## src/rtl/riscv_pkg.sv

```systemverilog
// Shared RISC-E definitions: opcodes, load/store width
// encodings, memory-stage FSM states and alignment check.
package riscv_pkg;

   localparam logic [6:0] OP_LOAD  = 7'b0000011;
   localparam logic [6:0] OP_STORE = 7'b0100011;
   localparam logic [6:0] OP_JAL   = 7'b1101111;
   localparam logic [6:0] OP_JALR  = 7'b1100111;

   localparam logic [2:0] F3_B  = 3'b000;
   localparam logic [2:0] F3_H  = 3'b001;
   localparam logic [2:0] F3_W  = 3'b010;
   localparam logic [2:0] F3_BU = 3'b100;
   localparam logic [2:0] F3_HU = 3'b101;

   typedef enum logic {
      IDLE,
      REQ
   } mem_state_t;

   function automatic logic misaligned(
      input logic [2:0] f3,
      input logic [1:0] a
   );
      logic half;
      half = (f3 == F3_H) || (f3 == F3_HU);
      return (half && a[0]) || ((f3 == F3_W) && (a != 2'b00));
   endfunction

endpackage

```

## src/rtl/stage_memory_if.sv

```systemverilog
// Data-memory port: req/ack handshake, word address,
// write data/strobes out, read data in (valid with ack).
interface stage_memory_if;

   logic        dmem_req;
   logic        dmem_we;
   logic [31:0] dmem_addr;
   logic [31:0] dmem_wdata;
   logic [3:0]  dmem_wstrb;
   logic        dmem_ack;
   logic [31:0] dmem_rdata;

   modport master (
      output dmem_req, dmem_we, dmem_addr,
      output dmem_wdata, dmem_wstrb,
      input  dmem_ack, dmem_rdata
   );

   modport slave (
      input  dmem_req, dmem_we, dmem_addr,
      input  dmem_wdata, dmem_wstrb,
      output dmem_ack, dmem_rdata
   );

endinterface

```

## src/rtl/lsu_align.sv

```systemverilog
// Combinational load/store alignment: store strobes and
// replicated data; load byte/half select and extension.
// Ports: funct3, a (addr[1:0]), is_store, rs2, rdata in;
// wstrb, wdata, ldata out.
module lsu_align
   import riscv_pkg::*;
(
   input  logic [2:0]  funct3,
   input  logic [1:0]  a,
   input  logic        is_store,
   input  logic [31:0] rs2,
   input  logic [31:0] rdata,
   output logic [3:0]  wstrb,
   output logic [31:0] wdata,
   output logic [31:0] ldata
);

   logic [7:0]  byte_sel;
   logic [15:0] half_sel;

   always_comb begin
      byte_sel = rdata[{a, 3'b000} +: 8];
      // Halfwords only look at a[1]
      half_sel = a[1] ? rdata[31:16] : rdata[15:0];
      ldata = rdata;
      unique case (funct3)
         F3_B:  ldata = {{24{byte_sel[7]}}, byte_sel};
         F3_H:  ldata = {{16{half_sel[15]}}, half_sel};
         F3_BU: ldata = {24'h0, byte_sel};
         F3_HU: ldata = {16'h0, half_sel};
         default: ldata = rdata;
      endcase
   end

   always_comb begin
      wstrb = 4'b0000;
      wdata = rs2;
      if (is_store) begin
         unique case (funct3)
            F3_B: begin
               wstrb = 4'b0001 << a;
               wdata = {4{rs2[7:0]}};
            end
            F3_H: begin
               wstrb = 4'b0011 << {a[1], 1'b0};
               wdata = {2{rs2[15:0]}};
            end
            default: begin
               wstrb = 4'b1111;
               wdata = rs2;
            end
         endcase
      end
   end

endmodule

```

## src/rtl/stage_memory.sv

```systemverilog
// Memory-access stage: issues loads/stores on the dmem port,
// aligns results and registers one write-back per instruction.
// Ports: clk, rst_n; execute inputs (in_valid/in_ready, pc,
// opcode, funct3, alu_res, rs2, addr_rd, reg_write_back,
// dmem_read_write); dmem (stage_memory_if.master); write-back
// (wb_valid, wb_en, wb_rd, wb_data); bus_err pulse.
// Option MEM_MISALIGN_TRAP_EN adds the misalign pulse port.
module stage_memory
   import riscv_pkg::*;
#(
   parameter int unsigned DMEM_TIMEOUT = 255
) (
   input  logic        clk,
   input  logic        rst_n,
   input  logic        in_valid,
   output logic        in_ready,
   input  logic [31:0] pc,
   input  logic [6:0]  opcode,
   input  logic [2:0]  funct3,
   input  logic [31:0] alu_res,
   input  logic [31:0] rs2,
   input  logic [4:0]  addr_rd,
   input  logic        reg_write_back,
   input  logic        dmem_read_write,
   stage_memory_if.master dmem,
   output logic        wb_valid,
   output logic        wb_en,
   output logic [4:0]  wb_rd,
   output logic [31:0] wb_data,
`ifdef MEM_MISALIGN_TRAP_EN
   output logic        misalign,
`endif
   output logic        bus_err
);

   // Counter value of the last REQ cycle allowed to wait
   localparam logic [7:0] TMO_LAST = 8'(DMEM_TIMEOUT - 1);

   mem_state_t  state, state_nx;
   logic [7:0]  cnt;
   logic [31:0] lat_a, lat_rs2;
   logic [2:0]  lat_f3;
   logic [4:0]  lat_rd;
   logic        lat_st, lat_wbe;

   logic        accept, is_mem, is_link, mis, timeout, req;
   logic [31:0] ldata, wdata;
   logic [3:0]  wstrb;

   logic        wb_valid_nx, wb_en_nx, err_nx;
   logic [4:0]  wb_rd_nx;
   logic [31:0] wb_data_nx;

   assign in_ready = (state == IDLE);
   assign req      = (state == REQ);
   assign accept   = in_valid && in_ready;
   assign is_mem   = (opcode == OP_LOAD) || (opcode == OP_STORE);
   assign is_link  = (opcode == OP_JAL) || (opcode == OP_JALR);
   assign timeout  = (cnt == TMO_LAST);

`ifdef MEM_MISALIGN_TRAP_EN
   assign mis = is_mem && misaligned(funct3, alu_res[1:0]);
`else
   assign mis = 1'b0;
`endif

   lsu_align u_align (
      .funct3   (lat_f3),
      .a        (lat_a[1:0]),
      .is_store (lat_st),
      .rs2      (lat_rs2),
      .rdata    (dmem.dmem_rdata),
      .wstrb    (wstrb),
      .wdata    (wdata),
      .ldata    (ldata)
   );

   assign dmem.dmem_req   = req;
   assign dmem.dmem_we    = req && lat_st;
   assign dmem.dmem_addr  = {lat_a[31:2], 2'b00};
   assign dmem.dmem_wdata = wdata;
   assign dmem.dmem_wstrb = req ? wstrb : 4'b0000;

   always_comb begin
      state_nx    = state;
      wb_valid_nx = 1'b0;
      wb_en_nx    = 1'b0;
      wb_rd_nx    = wb_rd;
      wb_data_nx  = wb_data;
      err_nx      = 1'b0;
      unique case (state)
         IDLE: begin
            if (accept) begin
               if (is_mem && !mis) begin
                  state_nx = REQ;
               end else begin
                  wb_valid_nx = 1'b1;
                  wb_rd_nx    = addr_rd;
                  if (mis) begin
                     wb_data_nx = 32'h0;
                  end else begin
                     wb_en_nx   = reg_write_back;
                     wb_data_nx = is_link ? pc + 32'd4 : alu_res;
                  end
               end
            end
         end
         REQ: begin
            // Ack wins over a coincident timeout
            if (dmem.dmem_ack) begin
               state_nx    = IDLE;
               wb_valid_nx = 1'b1;
               wb_rd_nx    = lat_rd;
               wb_en_nx    = lat_st ? 1'b0 : lat_wbe;
               wb_data_nx  = lat_st ? 32'h0 : ldata;
            end else if (timeout) begin
               state_nx    = IDLE;
               wb_valid_nx = 1'b1;
               wb_rd_nx    = lat_rd;
               wb_data_nx  = 32'h0;
               err_nx      = 1'b1;
            end
         end
         default: state_nx = IDLE;
      endcase
   end

   always_ff @(posedge clk or negedge rst_n) begin
      if (!rst_n) begin
         state <= IDLE;
         cnt   <= 8'h0;
      end else begin
         state <= state_nx;
         if (accept)
            cnt <= 8'h0;
         else if (req && !dmem.dmem_ack)
            cnt <= cnt + 8'd1;
      end
   end

   always_ff @(posedge clk or negedge rst_n) begin
      if (!rst_n) begin
         lat_a   <= 32'h0;
         lat_rs2 <= 32'h0;
         lat_f3  <= 3'h0;
         lat_rd  <= 5'h0;
         lat_st  <= 1'b0;
         lat_wbe <= 1'b0;
      end else if (accept && is_mem) begin
         lat_a   <= alu_res;
         lat_rs2 <= rs2;
         lat_f3  <= funct3;
         lat_rd  <= addr_rd;
         lat_st  <= dmem_read_write;
         lat_wbe <= reg_write_back;
      end
   end

   always_ff @(posedge clk or negedge rst_n) begin
      if (!rst_n) begin
         wb_valid <= 1'b0;
         wb_en    <= 1'b0;
         wb_rd    <= 5'h0;
         wb_data  <= 32'h0;
         bus_err  <= 1'b0;
      end else begin
         wb_valid <= wb_valid_nx;
         wb_en    <= wb_en_nx;
         wb_rd    <= wb_rd_nx;
         wb_data  <= wb_data_nx;
         bus_err  <= err_nx;
      end
   end

`ifdef MEM_MISALIGN_TRAP_EN
   always_ff @(posedge clk or negedge rst_n) begin
      if (!rst_n)
         misalign <= 1'b0;
      else
         misalign <= accept && is_mem && mis;
   end
`endif

endmodule

```

## src/flat_wrapper.sv

```systemverilog
// flat-port wrapper written by rule: the top's interface ports become plain ports
module stage_memory_flat import riscv_pkg::*;
#(
   parameter int unsigned DMEM_TIMEOUT = 255
)
  (clk, rst_n, in_valid, in_ready, pc, opcode, funct3, alu_res, rs2, addr_rd, reg_write_back, dmem_read_write, wb_valid, wb_en, wb_rd, wb_data, bus_err, dmem_dmem_req, dmem_dmem_we, dmem_dmem_addr, dmem_dmem_wdata, dmem_dmem_wstrb, dmem_dmem_ack, dmem_dmem_rdata);
  stage_memory_if dmem_i ();
  input  logic clk;
  input  logic rst_n;
  input  logic in_valid;
  output logic in_ready;
  input  logic [31:0] pc;
  input  logic [6:0] opcode;
  input  logic [2:0] funct3;
  input  logic [31:0] alu_res;
  input  logic [31:0] rs2;
  input  logic [4:0] addr_rd;
  input  logic reg_write_back;
  input  logic dmem_read_write;
  output logic wb_valid;
  output logic wb_en;
  output logic [4:0] wb_rd;
  output logic [31:0] wb_data;
  output logic bus_err;
  output wire logic [$bits(dmem_i.dmem_req)-1:0] dmem_dmem_req;
  output wire logic [$bits(dmem_i.dmem_we)-1:0] dmem_dmem_we;
  output wire logic [$bits(dmem_i.dmem_addr)-1:0] dmem_dmem_addr;
  output wire logic [$bits(dmem_i.dmem_wdata)-1:0] dmem_dmem_wdata;
  output wire logic [$bits(dmem_i.dmem_wstrb)-1:0] dmem_dmem_wstrb;
  input wire logic [$bits(dmem_i.dmem_ack)-1:0] dmem_dmem_ack;
  input wire logic [$bits(dmem_i.dmem_rdata)-1:0] dmem_dmem_rdata;
  assign dmem_dmem_req = dmem_i.dmem_req;
  assign dmem_dmem_we = dmem_i.dmem_we;
  assign dmem_dmem_addr = dmem_i.dmem_addr;
  assign dmem_dmem_wdata = dmem_i.dmem_wdata;
  assign dmem_dmem_wstrb = dmem_i.dmem_wstrb;
  assign dmem_i.dmem_ack = dmem_dmem_ack;
  assign dmem_i.dmem_rdata = dmem_dmem_rdata;
  stage_memory #(.DMEM_TIMEOUT(DMEM_TIMEOUT)) u_core (.clk(clk), .rst_n(rst_n), .in_valid(in_valid), .in_ready(in_ready), .pc(pc), .opcode(opcode), .funct3(funct3), .alu_res(alu_res), .rs2(rs2), .addr_rd(addr_rd), .reg_write_back(reg_write_back), .dmem_read_write(dmem_read_write), .dmem(dmem_i), .wb_valid(wb_valid), .wb_en(wb_en), .wb_rd(wb_rd), .wb_data(wb_data), .bus_err(bus_err));
endmodule
```

## config.mk

```make
export PLATFORM = sky130hd
export DESIGN_NAME = stage_memory_flat
export DESIGN_NICKNAME = d
export VERILOG_FILES = /design/src/rtl/riscv_pkg.sv /design/src/rtl/stage_memory_if.sv /design/src/rtl/lsu_align.sv /design/src/rtl/stage_memory.sv /design/src/flat_wrapper.sv
export SDC_FILE = /design/constraint.sdc
export NUM_CORES = 1
export LEC_CHECK = 0
export CAP_MARGIN = 20
export CORE_MARGIN = 8
export CORE_UTILIZATION = 40
export DETAILED_ROUTE_END_ITERATION = 8
export PLACE_DENSITY = 0.69
export SYNTH_ARGS = -nofsm -noshare
export SYNTH_HDL_FRONTEND = slang
export SYNTH_SLANG_ARGS = --single-unit
```

## constraint.sdc

```tcl
create_clock -name clk -period 4.65 [get_ports clk]
set_input_delay 0.6975 -clock clk [delete_from_list [all_inputs] [get_ports clk]]
set_output_delay 0.6975 -clock clk [all_outputs]
set_load 0.01 [all_outputs]
```

---- Word-level counts from Yosys, hierarchy flattened ----
Index checks and enable logic that the tools add are counted.
Widths: inputs -> output; s select.
operators by class
  equal/unequal tests ..................... 11
  add/subtract/negate cells ............... 2
  bitwise operators ....................... 1
  muxes and demuxes ....................... 38
  multiply operators ...................... 0
  shift operators ......................... 3
  reductions and logical operators ........ 10
  magnitude comparators ................... 0
  divide/modulo/power cells ............... 0
operators by type and width
  cell                   count
  $mux 32                7
  $pmux 32 s2            2
  $pmux 32 s4            1
  $add 32x3->32 const B  1
  $shiftx 32x6->8        1
  $mux 5                 4
  $mux 16                1
  $mux 8                 2
  $eq 7x7->1 const B     2
  $mux 1                 14
  $pmux 5 s2             1
  $add 8x1->8 const B    1
  $eq 8x8->1 const B     1
  $mux 4                 2
  $pmux 4 s2             1
  $eq 7x2->1 const B     1
  $eq 7x6->1 const B     1
  $eq 3x3->1 const B     2
  $pmux 1 s2             3
  $logic_and 1x1->1      4
  $ne 2x2->1 const B     2
  $shl 1x2->4 const A    1
  $shl 2x2->4 const A    1
  $eq 3x1->1 const B     1
  other kinds (7)        8
storage, ports and cells
  RAM bits ................................ 0
  input bits .............................. 149
  latch bits .............................. 0
  memories ................................ 0
  output and inout bits ................... 111
  flip-flop bits (word level) ............. 123
  ROM bits ................................ 0

---- Logic depth before layout (Yosys ltp) ----
  depth in word-level cells ............... 6
  depth in mapped cells ................... 9
  mapped depth without buffers ............ 8

---- By module ----
A second synthesis with hierarchy kept.
second synthesis, totals
  cell total of the unflattened synthesis .. 713
  area total of the unflattened synthesis .. 7285.7 um^2
by module, submodules not included
  module        times used  cells an instance  area each (um^2)
  stage_memory  1           536                6143.4
  lsu_align     1           177                1142.3

---- Worst setup path before layout ----
No wires, ideal clock.
  kind .................................... flip-flop to output port
  from .................................... reg u_core.lat_f3[1]
  to ...................................... out dmem_dmem_wdata[21]
  arrival time ............................ 1690 ps
  cell stages (with the launch flop) ...... 7
  required time ........................... 3953 ps
  path buffers ............................ 3
  path slack .............................. 2262 ps
  path through ............................ dfrtp_1 clkbuf_1 nor2_1 and2_1 clkbuf_1 buf_2 mux2_1
on the way
  cells in the longest elaborated chain, start to end .. 3
  elaborated cells between the ends (all ways) .. 4
  classes of those cells .................. 1 x eq/ne; 2 x mux; 1 x reduce/logical
RTL lines
  element                                        line                 source
  start, declared                                stage_memory.sv:42   logic [2:0] lat_f3;
  start signal, assigned                         stage_memory.sv:152  lat_f3 <= funct3;
  $eq 3x1->1 or $logic_not 3->1 (tied branches)  lsu_align.sv:39      unique case (funct3)
  $pmux 32 s2 *                                  lsu_align.sv:39
  $mux 32 *                                      lsu_align.sv:38      if (is_store) begin
  end, declared                                  flat_wrapper.sv:28   output wire logic [$bits(dmem_i.dmem_wdata)-1:0] dmem_dmem_wdata;
Every way passes the cells marked *; elsewhere a longest branch is shown, timed or not.

---- Final worst setup path ----
  from .................................... reg u_core.lat_f3[1]
  to ...................................... out dmem_dmem_wdata[17]
Same word-level chain as after synthesis.

==> impl_metrics.ini <==
[die]
core_area_um2 = 17960
dieArea_um2 = 22850
die-width_um = 151.2
start_util_pct = 40.68
die_y_um = 151.2
num_rows = 49
ios = 260

[detailed_routing]
antenna_left = 0
drc = 0
drt_pass1_iterations = 5
viasPerCell = 5.599
via_count = 6512
wl_per_cell_um = 21.58
wirelength_mm = 25.09
drt_iter0_markers = 460

[sta]
max_freq_mhz = 255.2
rsz0062_at_grt = no
finalSetupViolations = 0
min_period_over_period_pct = 84.28
maxSlewHeadroom_pct = 37.42
finalCriticalPeriod_ns = 3.919
tns_ns = 0
hold_viol = 0
skew_ns = 0.007308
slew_viol_final = 0
worst_pin_slew_ns = 0.9388

[clocking]
h-tree-depth = 4
cts_tree = done
cts_buffers = 17
cts.sinks = 123
cts_setup_buffers = 0
clk_latency_ns = 0.42
clockRootBuffer = clkbuf_16
cts_resized = 0
path_clk_slew_ns = 0.06
cts.path.max_buffers = 2
hold_buffers = 0

[critical_path]
start_kind = flop
worstPathCellList = nor2_1 -> and2_1 -> mux2_2 -> clkdlybuf4s50_1
critPathKind = reg2out
cpMaxStageDelayCell = and2_1
critPathMaxStageDelay_ns = 0.81
cp.arrival_ns = 3.22
worstPathRequired_ns = 3.95
cp_max_fo = 25
cp-end-kind = output port

[yosys]
synth_area_um2 = 7307
synth_edf_count = 0
ys.flop_type = dfrtp_1
synth_cells = 718
yosysUniqueCellTypes = 70
ys_seq_elements = 123
yosysSeqAreaShare_pct = 42.12
synthArstFlopShare_pct = 100.0
syn_avg_cell_area_um2 = 10.18
yosysWarnings = 0

[power_and_ir_drop]
powerDensity_nw_per_um2 = 338.7
leakagePower_nw = 4.255
ir_drop_mv = 0.2629
power.total_mw = 3.513

[layout]
drive_gt1_share_pct = 14.16
final_nets = 1071
fillers = 1602
area_growth_pct = 41.93
stdcell_area_um2 = 10370
fin_cells = 1163

[global_routing]
grt_pass1_vias = 6515
antenna_found_initial = 2
grt_max_degree = 124
grt_use_total_pct = 22.10
overflow = 0
grt_pass1_wl_mm = 38.42

[placement]
dp.cells = 1129
globalplace.congestion = 0.8468
dp_hpwl_mm = 19.27
dpl_cell_area_um2 = 9757
io_buffers = 257

[outcome]
status = complete, no violations

[job]
timing.max_cap.violations = 0

[worst_hold_path]
min_path_type = in2async
==> sequential cells by signal (all words and copies together), names as in the netlist, 3 cells and up <==
signal / count
u_core.lat_f3: 3
u_core.lat_rs2: 32
u_core.lat_a: 32
u_core.wb_data: 32
u_core.lat_rd: 5
u_core.wb_rd: 5
u_core.cnt: 8
==> report_power, final <==
part | total, mW | internal [mW] | leakage [nW] | switching [mW]
Clock | 1.37 | 0.859 | 0.300 | 0.515
Combinational | 0.851 | 0.482 | 2.37 | 0.369
Sequential | 1.29 | 1.19 | 1.58 | 0.0955
Total | 3.51 | 2.53 | 4.26 | 0.980
==> cells in the mapped netlist, types with 3 or more instances <==
cell      count  area [µm²]
a21oi_1      27       135.1
nor4_4        3       63.81
ha_1          3       37.54
dfrtp_1     123        3078
o21a_1        4       30.03
o211ai_1     16       120.1
mux2_1       28       315.3
o21ai_0      56       280.3
nor3_1       10       50.05
buf_2        20       100.1
a211o_1       5       43.79
nand3_1      17       85.08
and3_1        5       31.28
buf_4        40       300.3
mux2i_1      26       260.3
and4_1        6       52.55
o221ai_1      7       61.31
o21ai_1       7       35.03
clkbuf_1     20       75.07
a31oi_1      13       81.33
nor2_1       37       138.9
a311o_1       3       30.03
inv_1        10       37.54
nand2_1      58       217.7
a311oi_1      3       26.28
or3_1         7       43.79
xor2_1        5       43.79
nand4_1      15       93.84
xnor2_1       9       78.83
nand2b_1      7       43.79
nor3_2        3       30.03
mux2_2       67       754.5
o31ai_1       4       30.03
==> through the flow <==
stage | worst slack (ns) | utilization [%] | hold slack, ns
6_report | 0.7310 | 57.73 | 0.3526
3_3_place_gp | 1.286 | 54.32 | 0.4630
3_5_place_dp | 1.180 | 54.32 | 0.4727
2_1_floorplan | 2.262 | - | 0.4019
4_1_cts | 0.7286 | 57.71 | 0.4215
5_1_grt | 0.5914 | 57.73 | 0.4445
==> final cells by class <==
cell class,count,area (µm²),area share [%]
multi-input cells,501,3712,35.79
flip-flops and latches,123,3078,29.68
repair buffers,264,2635,25.41
clock buffers,18,439.2,4.235
well taps,229,286.5,2.763
clock inverters,14,170.2,1.641
inverters,12,45.04,0.4343
diodes,2,5.005,0.04826
==> routing by layer <==
metal	share of wire, %	wire length (µm)	GRT usage [%]	up-vias
met5	0	0	0	-
met4	1.6	409	6.235	0
met3	10	2534	7.559	25
met2	47	11730	35.25	287
met1	42	10420	27.94	3182
li1	-	-	-	3018
==> worst paths after layout <==
kind,endpoint,slack [ns],start,depth (start not counted)
min in group clk,u_core.cnt[6],0.48,u_core.cnt[6],1
max in group asynchronous,u_core.lat_a[25],3.72,rst_n,2
worst min register to register,u_core.cnt[6],0.48,u_core.cnt[6],1
worst min-delay path,u_core.lat_rd[0],0.35,rst_n,2
worst max-delay path,dmem_dmem_wdata[17],0.73,u_core.lat_f3[1],4
worst max register to register,u_core.wb_data[23],1.83,u_core.lat_a[1],5
==> placed cells by master, fill, tap and decap left out, drive strengths merged, types with 4 or more instances in the layout <==
cell / n
a31oi: 13
nand4: 16
nor2: 37
inv: 14
nand3: 20
nand2b: 7
a21oi: 28
buf: 8
o211ai: 17
nand2: 58
o31ai: 4
clkdlybuf4s50: 256
and4: 6
nor4: 7
o21a: 4
mux2: 95
xnor2: 9
o21ai: 63
or3: 8
dfrtp: 123
o221ai: 7
a211o: 5
clkbuf: 18
and3: 5
clkinv: 8
xor2: 5
nor3: 14
mux2i: 26
==> critical path: cells and delay by family, from the launching register on <==
family	cells	cell delay, ns
muxes	1	0.41
buffers and inverters	1	0.49
and+or+nand+nor	2	1.24
DFF	1	0.65
==> cell families (layout without fill, tap and decap cells) <==
| logic type | Yosys count | in the layout | synth area share, % |
|---|---|---|---|
| simple gates | 189 | 189 | 14.66 |
| other cells | 1 | 4 | 0.05132 |
| xor+xnor | 14 | 14 | 1.678 |
| compound gates | 171 | 171 | 15.09 |
| mux | 122 | 122 | 18.51 |
| flops | 123 | 123 | 42.12 |
| fa+ha+maj | 3 | 3 | 0.5138 |
| buf+inv | 95 | 308 | 7.380 |
(Power assumes the default switching activity.)
